### src/rtl/fp48_align_denorm.sv
// fp48_align_denorm
//   Iterative right-shift alignment unit for the 48-bit float format
//   {sign, exp[10:0], frac[35:0]}, bias 1023. It unpacks an operand into a
//   40-bit significand {hidden, frac, G, R, S}. It then shifts the significand
//   right, at most STEP bits per cycle, until the exponent reaches texp_i.
//   Bits shifted out are ORed into the sticky bit S.
//
// Ports
//   clk, rst_n      clock, synchronous active-low reset
//   ce              clock enable; low freezes every register
//   valid_i/ready_o operand handshake (ready_o high only when idle)
//   a_i, texp_i     packed operand, target exponent (sampled at acceptance)
//   valid_o/ready_i result handshake
//   sign_o, exp_o   operand sign, aligned exponent
//   man_o           {hidden, frac[35:0], G, R, S}
//   inexact_o       sticky bit of the result
//   special_o       operand exponent was all ones (Inf/NaN)
//   align_err_o     texp_i below effective exponent; no shift applied
module fp48_align_denorm #(
  parameter int unsigned STEP = 8
) (
  input  logic        clk,
  input  logic        rst_n,
  input  logic        ce,
  input  logic        valid_i,
  output logic        ready_o,
  input  logic [47:0] a_i,
  input  logic [10:0] texp_i,
  output logic        valid_o,
  input  logic        ready_i,
  output logic        sign_o,
  output logic [10:0] exp_o,
  output logic [39:0] man_o,
  output logic        inexact_o,
  output logic        special_o,
  output logic        align_err_o
);

  typedef enum logic [1:0] {IDLE, SHIFT, DONE} state_t;

  localparam logic [5:0] STEP_W = 6'(STEP);

  state_t      state, state_nx;
  logic [5:0]  rem;
  logic [39:0] man;

  // Operand unpack and shift distance
  logic [10:0] op_exp, eexp;
  logic        exp_zero, is_special, neg;
  logic [11:0] diff;
  logic [5:0]  d_in;
  logic        accept;

  always_comb begin
    op_exp     = a_i[46:36];
    exp_zero   = (op_exp == '0);
    is_special = (op_exp == '1);
    eexp       = exp_zero ? 11'd1 : op_exp;
    diff       = {1'b0, texp_i} - {1'b0, eexp};
    neg        = diff[11];
    if (is_special || neg) d_in = '0;
    else if (diff > 12'd40) d_in = 6'd40;
    else                    d_in = diff[5:0];
    accept     = valid_i && (state == IDLE) && ce;
  end

  // One shift step: at most STEP bits. The shifted-out bits, including the
  // old sticky bit, fold into bit 0.
  logic [5:0]  s, rem_nx;
  logic [39:0] shifted, lost_mask, man_sh;

  always_comb begin
    s         = (rem < STEP_W) ? rem : STEP_W;
    shifted   = man >> s;
    lost_mask = ~({40{1'b1}} << s);
    man_sh    = {shifted[39:1], shifted[0] | (|(man & lost_mask))};
    rem_nx    = rem - s;
  end

  always_comb begin
    state_nx = state;
    unique case (state)
      IDLE:    if (accept) state_nx = (d_in == '0) ? DONE : SHIFT;
      SHIFT:   if (rem_nx == '0) state_nx = DONE;
      DONE:    if (ready_i) state_nx = IDLE;
      default: state_nx = IDLE;
    endcase
  end

  always_ff @(posedge clk) begin
    if (!rst_n)  state <= IDLE;
    else if (ce) state <= state_nx;
  end

  logic        sign_r, special_r, err_r;
  logic [10:0] exp_r;

  always_ff @(posedge clk) begin
    if (!rst_n) begin
      sign_r    <= 1'b0;
      special_r <= 1'b0;
      err_r     <= 1'b0;
      exp_r     <= '0;
      man       <= '0;
      rem       <= '0;
    end else if (ce) begin
      if (accept) begin
        sign_r    <= a_i[47];
        special_r <= is_special;
        err_r     <= !is_special && neg;
        man       <= {!exp_zero && !is_special, a_i[35:0], 3'b000};
        rem       <= d_in;
        if (is_special)         exp_r <= '1;
        else if (d_in != '0)    exp_r <= texp_i;
        else                    exp_r <= eexp;
      end else if (state == SHIFT) begin
        man <= man_sh;
        rem <= rem_nx;
      end
    end
  end

  always_comb begin
    ready_o     = (state == IDLE);
    valid_o     = (state == DONE);
    sign_o      = sign_r;
    exp_o       = exp_r;
    man_o       = man;
    inexact_o   = man[0];
    special_o   = special_r;
    align_err_o = err_r;
  end

endmodule

### config.mk
export PLATFORM = sky130hd
export DESIGN_NAME = fp48_align_denorm
export DESIGN_NICKNAME = d
export VERILOG_FILES = /design/src/rtl/fp48_align_denorm.sv
export SDC_FILE = /design/constraint.sdc
export NUM_CORES = 1
export LEC_CHECK = 0
export BUFFER_PORTS_ARGS = -buffer_cell sky130_fd_sc_hd__buf_4
export CAP_MARGIN = 15
export CELL_PAD_IN_SITES_DETAIL_PLACEMENT = 1
export CELL_PAD_IN_SITES_GLOBAL_PLACEMENT = 1
export CORE_MARGIN = 4
export CORE_UTILIZATION = 37
export DETAILED_ROUTE_END_ITERATION = 12
export MAX_ROUTING_LAYER = met4
export PLACE_DENSITY = 0.77
export SLEW_MARGIN = 15
export SYNTH_ARGS = -nofsm -noshare
export SYNTH_HDL_FRONTEND = slang
export SYNTH_SLANG_ARGS = --single-unit
### constraint.sdc
create_clock -name clk -period 3.05 [get_ports clk]
set_clock_uncertainty 0.1 [all_clocks]
set_input_delay 0.4575 -clock clk [delete_from_list [all_inputs] [get_ports clk]]
set_output_delay 0.4575 -clock clk [all_outputs]
set_load 0.02 [all_outputs]
==> results.sh, run 1 <==
export IMPL_final_common_cell="buf_4"
export IMPL_synth_top_family_by_area="compound AO/OA/AOI/OAI gates"
export IMPL_cap_violations=0
export IMPL_seq_area_um2=1240
export IMPL_path_clk_slew_ns=0.06
export IMPL_crit_arrival_ns=3.48
export IMPL_cts_tree="yes"
export IMPL_antenna_found_initial=0
export IMPL_ys_flop_type="dfxtp_1"
export IMPL_synth_top_area_share_pct=23.7
export IMPL_place_gp_congestion=0.918
export IMPL_vdd_drop_max_v=0.000312
export IMPL_dp_slack_ns=-0.659
export IMPL_drcViolationCount=0
export IMPL_clock_fmax_ghz=0.302
export IMPL_avgRoutedWirePerCell_um=20.4
export IMPL_synth_top_area_cell="dfxtp_1"
export IMPL_period_needed_ns=3.32
export IMPL_ios=121
export IMPL_filler_cell_count=1656
export IMPL_clock_latency_ns=0.34
export IMPL_grt_overflow=0
export IMPL_synthSimpleGateAreaFrac_pct=16.1
export IMPL_rows=43
export IMPL_port_buffers=120
export IMPL_cp_end_kind="register"
export IMPL_root_buffer="clkbuf_16"
export IMPL_grt_pass1_wl_um=31900
export IMPL_netlist_area_um2=5230
export IMPL_crit_type="input port to register"
export IMPL_drtIter0Drc=495
export IMPL_synth_cell_type_count=68
export IMPL_synth_compound_area_share_pct=27.5
export IMPL_final_cell_mix="buf_4, mux2i_1, dfxtp_1"
export IMPL_setup_violations=20
export IMPL_grt_max_degree=63
export IMPL_violations="negative setup slack"
export IMPL_required_ns=3.21
export IMPL_antenna_cells=0
export IMPL_synth_adder_area_share_pct=3.25
export IMPL_avgSynthCellArea_um2=8.36
export IMPL_grt_util_all_layers_pct=24.9
export IMPL_grt_pass1_vias=5954
export IMPL_slew_headroom_pct=50.5
export IMPL_crit_path_start_kind="input port"
export IMPL_setup_ws_ns=-0.267
export IMPL_cp_max_fo=5
export IMPL_die_area_um2=16100
export IMPL_cts_buffer_depth=2
export IMPL_post_dp_cell_area_um2=6530
export IMPL_synth_cells=626
export IMPL_fin_area_um2=7140
export IMPL_synth_xor_area_share_pct=1.34
export IMPL_fp_dieW_um=127
export IMPL_htreeDepth=3
export IMPL_rsz0062_at_grt="true"
export IMPL_initial_core_util_pct=37.7
export IMPL_postRouteAntennaNets=0
export IMPL_dr_pass1_iters=4
export IMPL_ys_seq_area_share_pct=23.7
export IMPL_ys_seq_elements=62
export IMPL_tightest_slew_ns=0.740
export IMPL_yosysWarnings=0
export IMPL_reg2reg_from="rem[3]"
export IMPL_async_flop_share_pct=0
export IMPL_worstHoldStart="a_i[32]"
export IMPL_synthMuxAreaShare_pct=21.1
export IMPL_hp_class="input port to register"
export IMPL_multi_input_area_um2=3750
export IMPL_drv_slew=0
export IMPL_syn_to_final_growth_pct=36.4
export IMPL_finalWirelength_um=19800
export IMPL_p_leak_nw=3.18
export IMPL_nets=862
export IMPL_cts_sinks=62
export IMPL_num_vias=5724
export IMPL_cp_startpoint="a_i[36]"
export IMPL_min_period_over_period_pct=109
export IMPL_core_area_um2=13900
export IMPL_dp_hpwl_um=13900
export IMPL_viasPerCell=5.90
export IMPL_drive_gt1_share_pct=34.1
export IMPL_cts_buffers_inserted=9
export IMPL_outcome="complete, but fails checks"
export IMPL_synth_edff_count=0
export IMPL_setup_tns_ns=-4.28
export IMPL_timing_final_hold_violations=0
export IMPL_power_density_nw_per_um2=421
export IMPL_syn_num_nets=703
export IMPL_die_h_um=127
export IMPL_yosys_top_cells_area="dfxtp_1, mux2i_1, mux4_2, a21oi_1, o21ai_0"
==> per-layer routing <==
layer	track usage, %	wire (um)	vias to the layer above
met5	-	0	-
met4	7.95	427	0
met3	3.75	848	35
met2	39.0	9430	174
met1	33.1	9070	2812
li1	-	-	2703
==> power breakdown <==
part / internal [mW] / total, mW / switching, mW
logic: 0.449 / 0.980 / 0.532
registers: 0.876 / 0.992 / 0.117
clock network: 0.631 / 1.03 / 0.398
total: 1.96 / 3.00 / 1.05
==> registers in the layout, indices dropped and copies added, names as in the netlist <==
signal       cells
exp_o           11
align_err_o      1
state            2
man_o           40
sign_o           1
rem              6
special_o        1
==> worst max-delay path, stage by stage <==
cell      delay (ns)
buf_6           0.10
nor4_4          0.27
nand3_2         0.17
nand2b_4        0.13
ha_4            0.14
inv_2           0.03
fa_2            0.33
a21o_1          0.20
a31o_2          0.21
a211oi_2        0.24
xor2_1          0.19
nand2_2         0.10
nor4_4          0.40
buf_2           0.23
o21ai_0         0.10
a31oi_1         0.17
==> cell type report <==
cell class / count / area share (%)
clock buffer: 10 / 3.21
clock inverter: 6 / 0.876
inverter: 16 / 0.841
multi-input combinational: 492 / 52.5
sequential: 62 / 17.4
tap: 180 / 3.16
timing repair buffer: 204 / 22.0
==> cell usage after synthesis (all sizes together), types with 3 or more instances <==
master	instances
mux2i	71
a21oi	62
dfxtp	62
o21ai	59
nor2	41
nand2	37
clkbuf	33
a211oi	25
buf	21
mux4	17
inv	16
nand3	13
ha	12
nand3b	12
a31oi	11
nor2b	11
a221oi	8
a21boi	7
nor3	7
o211ai	7
o221ai	7
a21o	6
and3	6
nor4	6
o211a	6
o21a	6
nand2b	5
nand4	5
nor3b	5
xnor2	5
o31ai	4
a22oi	3
and2	3
xor2	3
==> what timing repair did <==
action	4_1_cts	5_1_grt
hold buffers	0	0
resized for setup	14	19
pin swaps	6	21
endpoints found under the setup margin	18	20
gates cloned	2	1
setup buffers	19	10
==> logic make-up after synthesis <==
family                   count (synthesis)
AO/OA/AOI/OAI                          224
adder cells (fa/ha/maj)                 13
multiplexers                            89
buffers and inverters                   72
flip-flops                              62
AND/OR/NAND/NOR                        157
XOR/XNOR                                 8
other                                    1
==> stage by stage <==
stage | hold WS (ns) | util, % | power (mW) | std cells
after floorplan | 0.439 | - | 1.53 | 626
after global placement | 0.360 | 47.1 | 1.92 | 927
after detailed placement | 0.372 | 47.1 | 1.95 | 927
after CTS | 0.254 | 50.6 | 3.00 | 964
after global routing | 0.263 | 51.4 | 3.16 | 970
final | 0.265 | 51.4 | 3.00 | 970
==> worst paths after layout <==
kind,to,slack (ns),cells after the start
max reg2reg,state[1],0.46,9
max,exp_o[2],-0.27,16
min reg2reg,sign_o,0.38,2
min,man_o[35],0.27,2
Note: power is estimated with default switching activity, not from simulation.
==> run 2: changes to the inputs <==
Settings changed: GPL_TIMING_DRIVEN set to 0, SKIP_CTS_REPAIR_TIMING set to 1.
==> results.sh, run 2 (synthesis results as in run 1) <==
export IMPL_outcome="complete, but fails checks"
export IMPL_violations="negative setup slack"
export IMPL_rows=43
export IMPL_combPwrFrac_pct=31.2
export IMPL_postLayoutCoreUtil_pct=49.3
export IMPL_cap_violations=0
export IMPL_seq_power_share_pct=32.3
export IMPL_p_switching_mw=1.07
export IMPL_clock_fmax_ghz=0.289
export IMPL_postRouteAntennaNets=0
export IMPL_grt_pass1_wl_um=33800
export IMPL_crit_arrival_ns=3.56
export IMPL_clock_latency_ns=0.34
export IMPL_die_h_um=127
export IMPL_hp_class="input port to register"
export IMPL_tightest_slew_ns=0.818
export IMPL_swShare_pct=34.7
export IMPL_fp_dieW_um=127
export IMPL_required_ns=3.15
export IMPL_setup_violations=19
export IMPL_drive_gt1_share_pct=26.7
export IMPL_port_buffers=119
export IMPL_core_area_um2=13900
export IMPL_cts_sinks=62
export IMPL_hold_depth=2
export IMPL_final_common_cell="buf_4"
export IMPL_period_needed_ns=3.46
export IMPL_p_int_mw=2.01
export IMPL_grt_overflow=0
export IMPL_antenna_found_initial=1
export IMPL_avgRoutedWirePerCell_um=23.2
export IMPL_place_gp_congestion=0.941
export IMPL_largest_register_ffs=40
export IMPL_rsz0062_at_grt="true"
export IMPL_slew_headroom_pct=45.5
export IMPL_initial_core_util_pct=37.7
export IMPL_timing_final_hold_violations=0
export IMPL_cp_cell_sequence="buf_4 -> nor4_4 -> nand3_2 -> nand2b_1 -> ha_2 -> inv_2 -> fa_2 -> a21o_1 -> a31o_2 -> a211oi_2 -> xor2_1 -> nand2_2 -> nor4_4 -> buf_4 -> nand3b_1 -> a31oi_1"
export IMPL_cts_buffer_depth=2
export IMPL_finalWirelength_um=21900
export IMPL_path_clk_slew_ns=0.05
export IMPL_dp_hpwl_um=16600
export IMPL_drv_slew=0
export IMPL_cp_end_kind="register"
export IMPL_ios=121
export IMPL_htreeDepth=3
export IMPL_vdd_drop_max_v=0.000253
export IMPL_grt_pass1_vias=6067
export IMPL_drcViolationCount=0
export IMPL_setup_ws_ns=-0.413
export IMPL_grt_max_degree=11
export IMPL_cpMaxStageDelayCell="nor4_4"
export IMPL_crit_path_start_kind="input port"
export IMPL_p_leak_nw=2.95
export IMPL_drtIter0Drc=406
export IMPL_cts_tree="yes"
export IMPL_syn_to_final_growth_pct=30.7
export IMPL_die_area_um2=16100
export IMPL_max_stage_delay_ns=0.42
export IMPL_cts_buffers_inserted=9
export IMPL_viasPerCell=6.21
export IMPL_min_period_over_period_pct=114
export IMPL_power_density_nw_per_um2=449
export IMPL_power_share_clock_pct=36.5
export IMPL_dr_pass1_iters=5
export IMPL_antenna_cells=0
export IMPL_reg2reg_depth=11
export IMPL_final_cell_mix="buf_4, mux2i_1, dfxtp_1"
export IMPL_grt_util_all_layers_pct=27.3
export IMPL_cp_top_family="simple AND/OR/NAND/NOR gates"
export IMPL_cp_depth=16
export IMPL_nets=840
export IMPL_critPathBufInv=3
export IMPL_crit_type="input port to register"
export IMPL_cp_max_fo=5
export IMPL_dp_slack_ns=-0.783
export IMPL_num_vias=5878
export IMPL_root_buffer="clkbuf_16"
run 2: path summary, 6_finish.rpt:
| check | slack (ns) | to | startpoint |
|---|---|---|---|
| worst max register to register | 0.10 | state[1] | rem[4] |
| worst min register to register | 0.38 | sign_o | sign_o |
| worst min-delay path | 0.26 | man_o[34] | a_i[31] |
| worst max-delay path | -0.41 | exp_o[9] | a_i[41] |
run 2: worst register-to-register path: stages (launching register included):
cell      delay (ns)
dfxtp_1         0.29
buf_2           0.17
or3_1           0.36
clkbuf_1        0.28
nand2_1         0.15
ha_1            0.24
o31ai_1         0.09
a221oi_1        0.42
nor3_1          0.12
o311a_1         0.34
xor2_1          0.16
o211a_1         0.13
run 2: metal layers:
| metal | GRT usage [%] | up-vias | wire length [um] |
|---|---|---|---|
| li1 | - | 2649 | - |
| met1 | 35.7 | 2899 | 9680 |
| met2 | 42.7 | 270 | 10100 |
| met3 | 4.42 | 60 | 1390 |
| met4 | 9.97 | 0 | 703 |
| met5 | - | - | 0 |
run 2: power groups by stage:
| stage | combinational, mW | sequential [mW] | clock (mW) |
|---|---|---|---|
| floorplan | 0.501 | 1.03 | 0 |
| global placement | 0.881 | 0.999 | 0 |
| detailed placement | 0.910 | 1.00 | 0 |
| CTS | 0.917 | 0.986 | 1.14 |
| global route | 1.04 | 0.998 | 1.17 |
| finish | 0.959 | 0.993 | 1.12 |
run 2: area by class of cell:
class | count | area (um^2)
multi-input combinational | 492 | 3730
sequential | 62 | 1240
clock inverter | 3 | 68.8
inverter | 16 | 60.1
clock buffer | 12 | 246
timing repair buffer | 126 | 958
buffer | 56 | 308
tap | 180 | 225
fill | 1704 | 7040
run 2: through the flow:
step	area, um^2	std cells	hold WS [ns]	TNS [ns]	total power, mW
3_5_place_dp	6390	925	0.370	-12.32	1.91
2_1_floorplan	5270	626	0.439	-1.64	1.53
6_report	6840	947	0.263	-6.38	3.07
3_3_place_gp	6390	925	0.362	-11.34	1.88
5_1_grt	6840	947	0.266	-9.50	3.20
4_1_cts	6700	940	0.257	-5.87	3.04
